===== config.mk =====
export PLATFORM = sky130hd
export DESIGN_NAME = fp_dmem_sequencer
export DESIGN_NICKNAME = d
export VERILOG_FILES = /design/src/rtl/fp_mem_pkg.sv /design/src/rtl/fp_dmem_timeout.sv /design/src/rtl/fp_dmem_sequencer.sv
export SDC_FILE = /design/constraint.sdc
export NUM_CORES = 1
export LEC_CHECK = 0
export CORE_MARGIN = 8
export CORE_UTILIZATION = 46
export CTS_CLUSTER_SIZE = 16
export DETAILED_ROUTE_END_ITERATION = 6
export PLACE_DENSITY = 0.87
export SYNTH_ARGS = -nofsm -noshare
export SYNTH_HDL_FRONTEND = slang
export SYNTH_SLANG_ARGS = --single-unit

===== constraint.sdc =====
create_clock -name clk -period 2.6 [get_ports clk]
set_input_delay 0.26 -clock clk [delete_from_list [all_inputs] [get_ports clk]]
set_output_delay 0.26 -clock clk [all_outputs]
set_load 0.01 [all_outputs]

===== src/rtl/fp_mem_pkg.sv =====
// Shared definitions for the FP/integer data-memory sequencer.
//   - seq_state_e : sequencer state encoding (IDLE, BEAT0, BEAT1, FINISH)
//   - STROBE_ON / STROBE_OFF : levels of the active-low SRAM strobes
//   - DEF_ADDR_W / DEF_TIMEOUT : default parameter values
//   - dp_misaligned() : double-precision accesses must start on an even word
package fp_mem_pkg;

  typedef enum logic [1:0] {
    IDLE   = 2'd0,
    BEAT0  = 2'd1,
    BEAT1  = 2'd2,
    FINISH = 2'd3
  } seq_state_e;

  localparam logic STROBE_ON  = 1'b0;
  localparam logic STROBE_OFF = 1'b1;

  localparam int DEF_ADDR_W  = 7;
  localparam int DEF_TIMEOUT = 15;

  function automatic logic dp_misaligned(input logic dp, input logic addr_lsb);
    return dp & addr_lsb;
  endfunction

endpackage


===== src/rtl/fp_dmem_timeout.sv =====
// Per-beat wait counter for the data-memory sequencer.
// Ports:
//   clk, rst_n  : clock, asynchronous active-low reset
//   i_clr       : return the count to zero (has priority)
//   i_en        : one more cycle spent waiting for the memory
//   o_expired   : this waiting cycle is the TIMEOUT-th one; the owner aborts
module fp_dmem_timeout
  import fp_mem_pkg::*;
#(
  parameter int TIMEOUT = DEF_TIMEOUT
) (
  input  logic clk,
  input  logic rst_n,
  input  logic i_clr,
  input  logic i_en,
  output logic o_expired
);

  // The count never needs to hold TIMEOUT itself: the TIMEOUT-th waiting
  // cycle is flagged while the count still shows TIMEOUT-1.
  localparam int CNT_W = (TIMEOUT < 2) ? 1 : $clog2(TIMEOUT);
  localparam logic [CNT_W-1:0] LAST = CNT_W'(TIMEOUT - 1);

  logic [CNT_W-1:0] r_count;

  assign o_expired = i_en && (r_count == LAST);

  always_ff @(posedge clk or negedge rst_n) begin
    if (!rst_n) begin
      r_count <= '0;
    end else if (i_clr) begin
      r_count <= '0;
    end else if (i_en && !o_expired) begin
      r_count <= r_count + CNT_W'(1);
    end
  end

endmodule


===== src/rtl/fp_dmem_sequencer.sv =====
// Multi-cycle owner of the data-memory port for the core's integer and FP
// load/store paths. Double-precision accesses are split into two 32-bit
// beats at A and A+1; each beat waits on mem_ready, bounded by TIMEOUT.
// Ports:
//   clk, rst_n            : clock, asynchronous active-low reset
//   req, req_store,
//   req_dp, req_addr,
//   req_wdata             : access request, sampled only in IDLE
//   stall                 : holds the core PC / register writes
//   rdata, rdata_valid    : load result {beat0, beat1} and its one-cycle pulse
//   fp_wr_beat            : 1 while the second beat (FP reg rt+1) is active
//   done, err             : completion / misalignment-or-timeout pulses
//   CEN, WEN, OEN, A,
//   Data2Mem              : registered SRAM-side controls (strobes active-low)
//   ReadDataMem, mem_ready: SRAM read data and beat-complete handshake
module fp_dmem_sequencer
  import fp_mem_pkg::*;
#(
  parameter int ADDR_W  = DEF_ADDR_W,
  parameter int TIMEOUT = DEF_TIMEOUT
) (
  input  logic              clk,
  input  logic              rst_n,
  input  logic              req,
  input  logic              req_store,
  input  logic              req_dp,
  input  logic [ADDR_W-1:0] req_addr,
  input  logic [63:0]       req_wdata,
  output logic              stall,
  output logic [63:0]       rdata,
  output logic              rdata_valid,
  output logic              fp_wr_beat,
  output logic              done,
  output logic              err,
  output logic              CEN,
  output logic              WEN,
  output logic              OEN,
  output logic [ADDR_W-1:0] A,
  output logic [31:0]       Data2Mem,
  input  logic [31:0]       ReadDataMem,
  input  logic              mem_ready
);

  seq_state_e        r_state;
  logic              r_store;
  logic              r_dp;
  logic [ADDR_W-1:0] r_addr;
  logic [63:0]       r_wdata;

  logic w_busy;
  logic w_cnt_en;
  logic w_cnt_clr;
  logic w_expired;

  assign w_busy    = (r_state == BEAT0) || (r_state == BEAT1);
  // Count only cycles spent waiting inside a beat; a completed beat or any
  // non-beat state starts the next beat from zero.
  assign w_cnt_en  = w_busy && !mem_ready;
  assign w_cnt_clr = !w_busy || mem_ready;

  // The request cycle itself must already freeze the PC, hence the
  // combinational term on req in IDLE.
  assign stall = w_busy || ((r_state == IDLE) && req);

  fp_dmem_timeout #(
    .TIMEOUT (TIMEOUT)
  ) u_timeout (
    .clk       (clk),
    .rst_n     (rst_n),
    .i_clr     (w_cnt_clr),
    .i_en      (w_cnt_en),
    .o_expired (w_expired)
  );

  always_ff @(posedge clk or negedge rst_n) begin
    if (!rst_n) begin
      r_state     <= IDLE;
      r_store     <= 1'b0;
      r_dp        <= 1'b0;
      r_addr      <= '0;
      r_wdata     <= '0;
      rdata       <= '0;
      rdata_valid <= 1'b0;
      done        <= 1'b0;
      err         <= 1'b0;
      fp_wr_beat  <= 1'b0;
      CEN         <= STROBE_OFF;
      WEN         <= STROBE_OFF;
      OEN         <= STROBE_OFF;
      A           <= '0;
      Data2Mem    <= '0;
    end else begin
      rdata_valid <= 1'b0;
      done        <= 1'b0;
      err         <= 1'b0;
      case (r_state)
        IDLE: begin
          if (req) begin
            if (dp_misaligned(req_dp, req_addr[0])) begin
              err <= 1'b1;
            end else begin
              r_state <= BEAT0;
              r_store <= req_store;
              r_dp    <= req_dp;
              r_addr  <= req_addr;
              r_wdata <= req_wdata;
              CEN     <= STROBE_ON;
              A       <= req_addr;
              WEN     <= req_store ? STROBE_ON  : STROBE_OFF;
              OEN     <= req_store ? STROBE_OFF : STROBE_ON;
              if (req_store) Data2Mem <= req_wdata[63:32];
            end
          end
        end

        BEAT0: begin
          if (mem_ready) begin
            // Writing the low half as zero here is what leaves single-word
            // load results zero-extended on the right.
            if (!r_store) rdata <= {ReadDataMem, 32'h0};
            if (r_dp) begin
              r_state    <= BEAT1;
              A          <= r_addr + ADDR_W'(1);
              fp_wr_beat <= 1'b1;
              if (r_store) Data2Mem <= r_wdata[31:0];
            end else begin
              r_state     <= FINISH;
              CEN         <= STROBE_OFF;
              WEN         <= STROBE_OFF;
              OEN         <= STROBE_OFF;
              done        <= 1'b1;
              rdata_valid <= !r_store;
            end
          end else if (w_expired) begin
            r_state <= IDLE;
            CEN     <= STROBE_OFF;
            WEN     <= STROBE_OFF;
            OEN     <= STROBE_OFF;
            err     <= 1'b1;
          end
        end

        BEAT1: begin
          if (mem_ready) begin
            if (!r_store) rdata[31:0] <= ReadDataMem;
            r_state     <= FINISH;
            CEN         <= STROBE_OFF;
            WEN         <= STROBE_OFF;
            OEN         <= STROBE_OFF;
            fp_wr_beat  <= 1'b0;
            done        <= 1'b1;
            rdata_valid <= !r_store;
          end else if (w_expired) begin
            r_state    <= IDLE;
            CEN        <= STROBE_OFF;
            WEN        <= STROBE_OFF;
            OEN        <= STROBE_OFF;
            fp_wr_beat <= 1'b0;
            err        <= 1'b1;
          end
        end

        FINISH: begin
          r_state <= IDLE;
        end

        default: begin
          r_state <= IDLE;
        end
      endcase
    end
  end

endmodule


==> qor.yml <==
timing:
  slew_viol_final: 0
  setup_viol_count_final: 0
  max_freq_ghz: 0.421
  rsz0062_at_grt: "false"
  layout_min_cycle_time_ps: 2380
  slew_headroom: 0.456
  whs_ps: 346
  finalHoldViolations: 0
  setup_ws_ps: 224
  post-route-period-util: 0.914
  worst_clock_skew_ps: 7.58
  worst_pin_slew_ps: 816
  fin_tns_setup_ps: 0
finish:
  design_area_um2: 9660
  final_util: 0.672
  drive_gt1_frac: 0.268
  areaGrowthSynthToFinish_pct: 44.0
  nets: 803
  finalNonFillerCells: 883
  antenna_cells: 0
logic_synthesis:
  ys_seq_elements: 157
  async_flop_share: 1.00
  yosysMostFrequentCell: "dfrtp_1"
  ys_types: 43
  yosysSeqAreaShare: 0.586
  synth_ff_type: "dfrtp_1"
  synth_top_cell_by_area: "dfrtp_1"
  synth_commonest_cells: "dfrtp_1 (154), mux2_2 (104), a22o_1 (33)"
  synth_top_area_share: 0.575
  netlist_area_um2: 6710
  syn-num-nets: 580
  synth_cells: 463
  yosys_warnings: 0
  synth_area_leaders: "dfrtp_1 (57%), mux2_2 (17%), mux2_4 (6.7%)"
  synth_edf_count: 0
  syn_avg_cell_area_um2: 14.5
critical_path:
  critPathTopFamily: "buffers and inverters"
  critPathMaxFanout: 10
  cp_slowest_cell: "clkdlybuf4s50_1"
  cpMostUsedCell: "nand2_1"
  critPathArrivalTime_ps: 2120
  r2r-end: "Data2Mem[29]$_DFFE_PN0P_"
  path_cells: "inv_1 > ha_1 > nand2_1 > nand2_1 > clkdlybuf4s50_1"
  critPathKind: "reg -> out"
  crit_required_ps: 2340
  r2r-start: "r_state[0]$_DFFE_PN0P_"
  endpoint_kind: "primary output"
  critical-path-max-stage-delay_ps: 530
  reg2reg_depth: 7
  critical_path_buf_inv_count: 2
  start_kind: "register"
  ff2ff_setup_slack_ps: 450
power_and_ir_drop:
  powerDensity_nw_per_um2: 1250
  p_leak_nw: 4.22
  p_int_mw: 8.20
  peakVddDrop_mv: 0.579
  power_mw: 12.1
  swShare: 0.321
  combPwrFrac: 0.449
  power_switching_mw: 3.88
  p_seq_frac: 0.355
  p_clk_frac: 0.196
floorplanning:
  die_area_um2: 18700
  initial_core_util: 0.467
  ios: 220
  core_area_um2: 14400
  die_w_um: 137
  rows: 44
  die_y_um: 137
job:
  drv_cap: 0
cts:
  htree_levels: 4
  numCtsBuffers: 17
  clockBufferDepth: 2
  postCtsSetupRepairBufs: 0
  post_cts_resize_count: 0
  clk_pin_slew_ps: 60
  postCtsHoldBufs: 1
  root_buffer: "clkbuf_16"
  cts_tree: "built"
  clock_sinks: 157
  worstSkewPairLatency_ps: 420
routing:
  wirelength_um: 17600
  ant_nets: 0
  wl_per_cell_um: 19.9
  firstDrtPassIters: 4
  viasPerCell: 5.24
  vias: 4624
  drtIter0Drc: 146
  drcViolationCount: 0
grt:
  antenna_found_initial: 1
  overflow: 0
  grtUsageTotal: 0.191
  grt_max_degree: 82
  met2_usage: 0.306
  first_global_vias: 5218
  use_met3: 0.0727
  grt-busiest-layer: "met2"
  grt_first_pass_wirelength_um: 27600
  grt_use_met1: 0.231
placed_design:
  dpl.cell_count: 850
  place_congestion: 0.836
  dp_hpwl_um: 13100
  portBuffers: 219
  pre_cts_slack_ps: 417
  place_area_um2: 9080
worst_hold_path:
  min_path_type: "in -> async"
outcome:
  status: "complete, no violations"
-- cells in the final DEF (no fill, tap or decap), types with 2 or more instances in the layout --
cell / n
mux2_4: 30
dfstp_2: 3
o21a_1: 2
clkbuf_16: 17
ha_1: 7
nand2b_1: 2
xnor2_1: 5
mux2_2: 104
buf_12: 3
buf_4: 6
nand2_1: 17
inv_6: 5
nor2_1: 13
nand4b_1: 2
clkinvlp_4: 3
o21ai_0: 12
xor2_1: 2
o211ai_1: 2
or2_2: 2
dfrtp_1: 154
a211oi_1: 3
o22ai_1: 2
clkinv_4: 4
a21oi_1: 7
nor2b_1: 2
clkdlybuf4s50_1: 218
nand3_1: 6
mux2i_1: 4
a22o_1: 33
inv_1: 8
-- worst max-delay path by stage --
stage / to / startpoint / cells past startpoint
floorplan: Data2Mem[10]$_DFFE_PN0P_ / r_state[1]$_DFFE_PN0P_ / 6
detailed placement: Data2Mem[16]$_DFFE_PN0P_ / req / 6
finish: stall / r_state[0]$_DFFE_PN0P_ / 5
global route: stall / r_state[0]$_DFFE_PN0P_ / 5
CTS: stall / r_state[1]$_DFFE_PN0P_ / 5
global placement: Data2Mem[27]$_DFFE_PN0P_ / req / 6
-- per-layer routing --
metal / wire [um] / share of wire
met2: 8240 / 0.47
met1: 7190 / 0.41
met3: 1860 / 0.11
met4: 271 / 0.015
met5: 18 / 0.0010
-- registers in the layout (all words and copies together), names as in the netlist --
register           flops
rdata_valid            1
r_addr                 7
r_store                1
done                   1
CEN                    1
WEN                    1
Data2Mem              32
r_wdata               32
rdata                 64
r_state                2
A                      7
OEN                    1
err                    1
fp_wr_beat             1
u_timeout.r_count      4
r_dp                   1
-- worst register-to-register path, stage by stage (launching register included) --
cell and delay, ps:
dfrtp_1 410, inv_1 120, ha_1 370, and2b_1 220
a21oi_2 40, or2_2 320, buf_12 190, mux2_4 360
-- logic make-up after synthesis --
group	synth area share
compound gates	0.0776
xor+xnor	0.00914
fa+ha+maj	0.0149
buf+inv	0.0285
flops	0.586
mux	0.248
simple gates	0.0356
-- power by group through the flow --
stage	combinational [mW]	sequential [mW]	clock [mW]
floorplan	2.86	4.48	0
global placement	5.28	4.24	0
detailed placement	5.49	4.30	0
CTS	5.51	4.29	2.42
global route	5.82	4.42	2.55
finish	5.43	4.29	2.37
-- area by class of cell --
type | count | area (um^2)
Inverter | 8 | 30.0
Sequential cell | 157 | 3930
Clock inverter | 14 | 136
Multi-Input combinational cell | 273 | 2590
Clock buffer | 18 | 429
Fill cell | 979 | 4710
Timing Repair Buffer | 229 | 2310
Tap cell | 184 | 230
No activity file was read; power rests on OpenSTA's default activity.
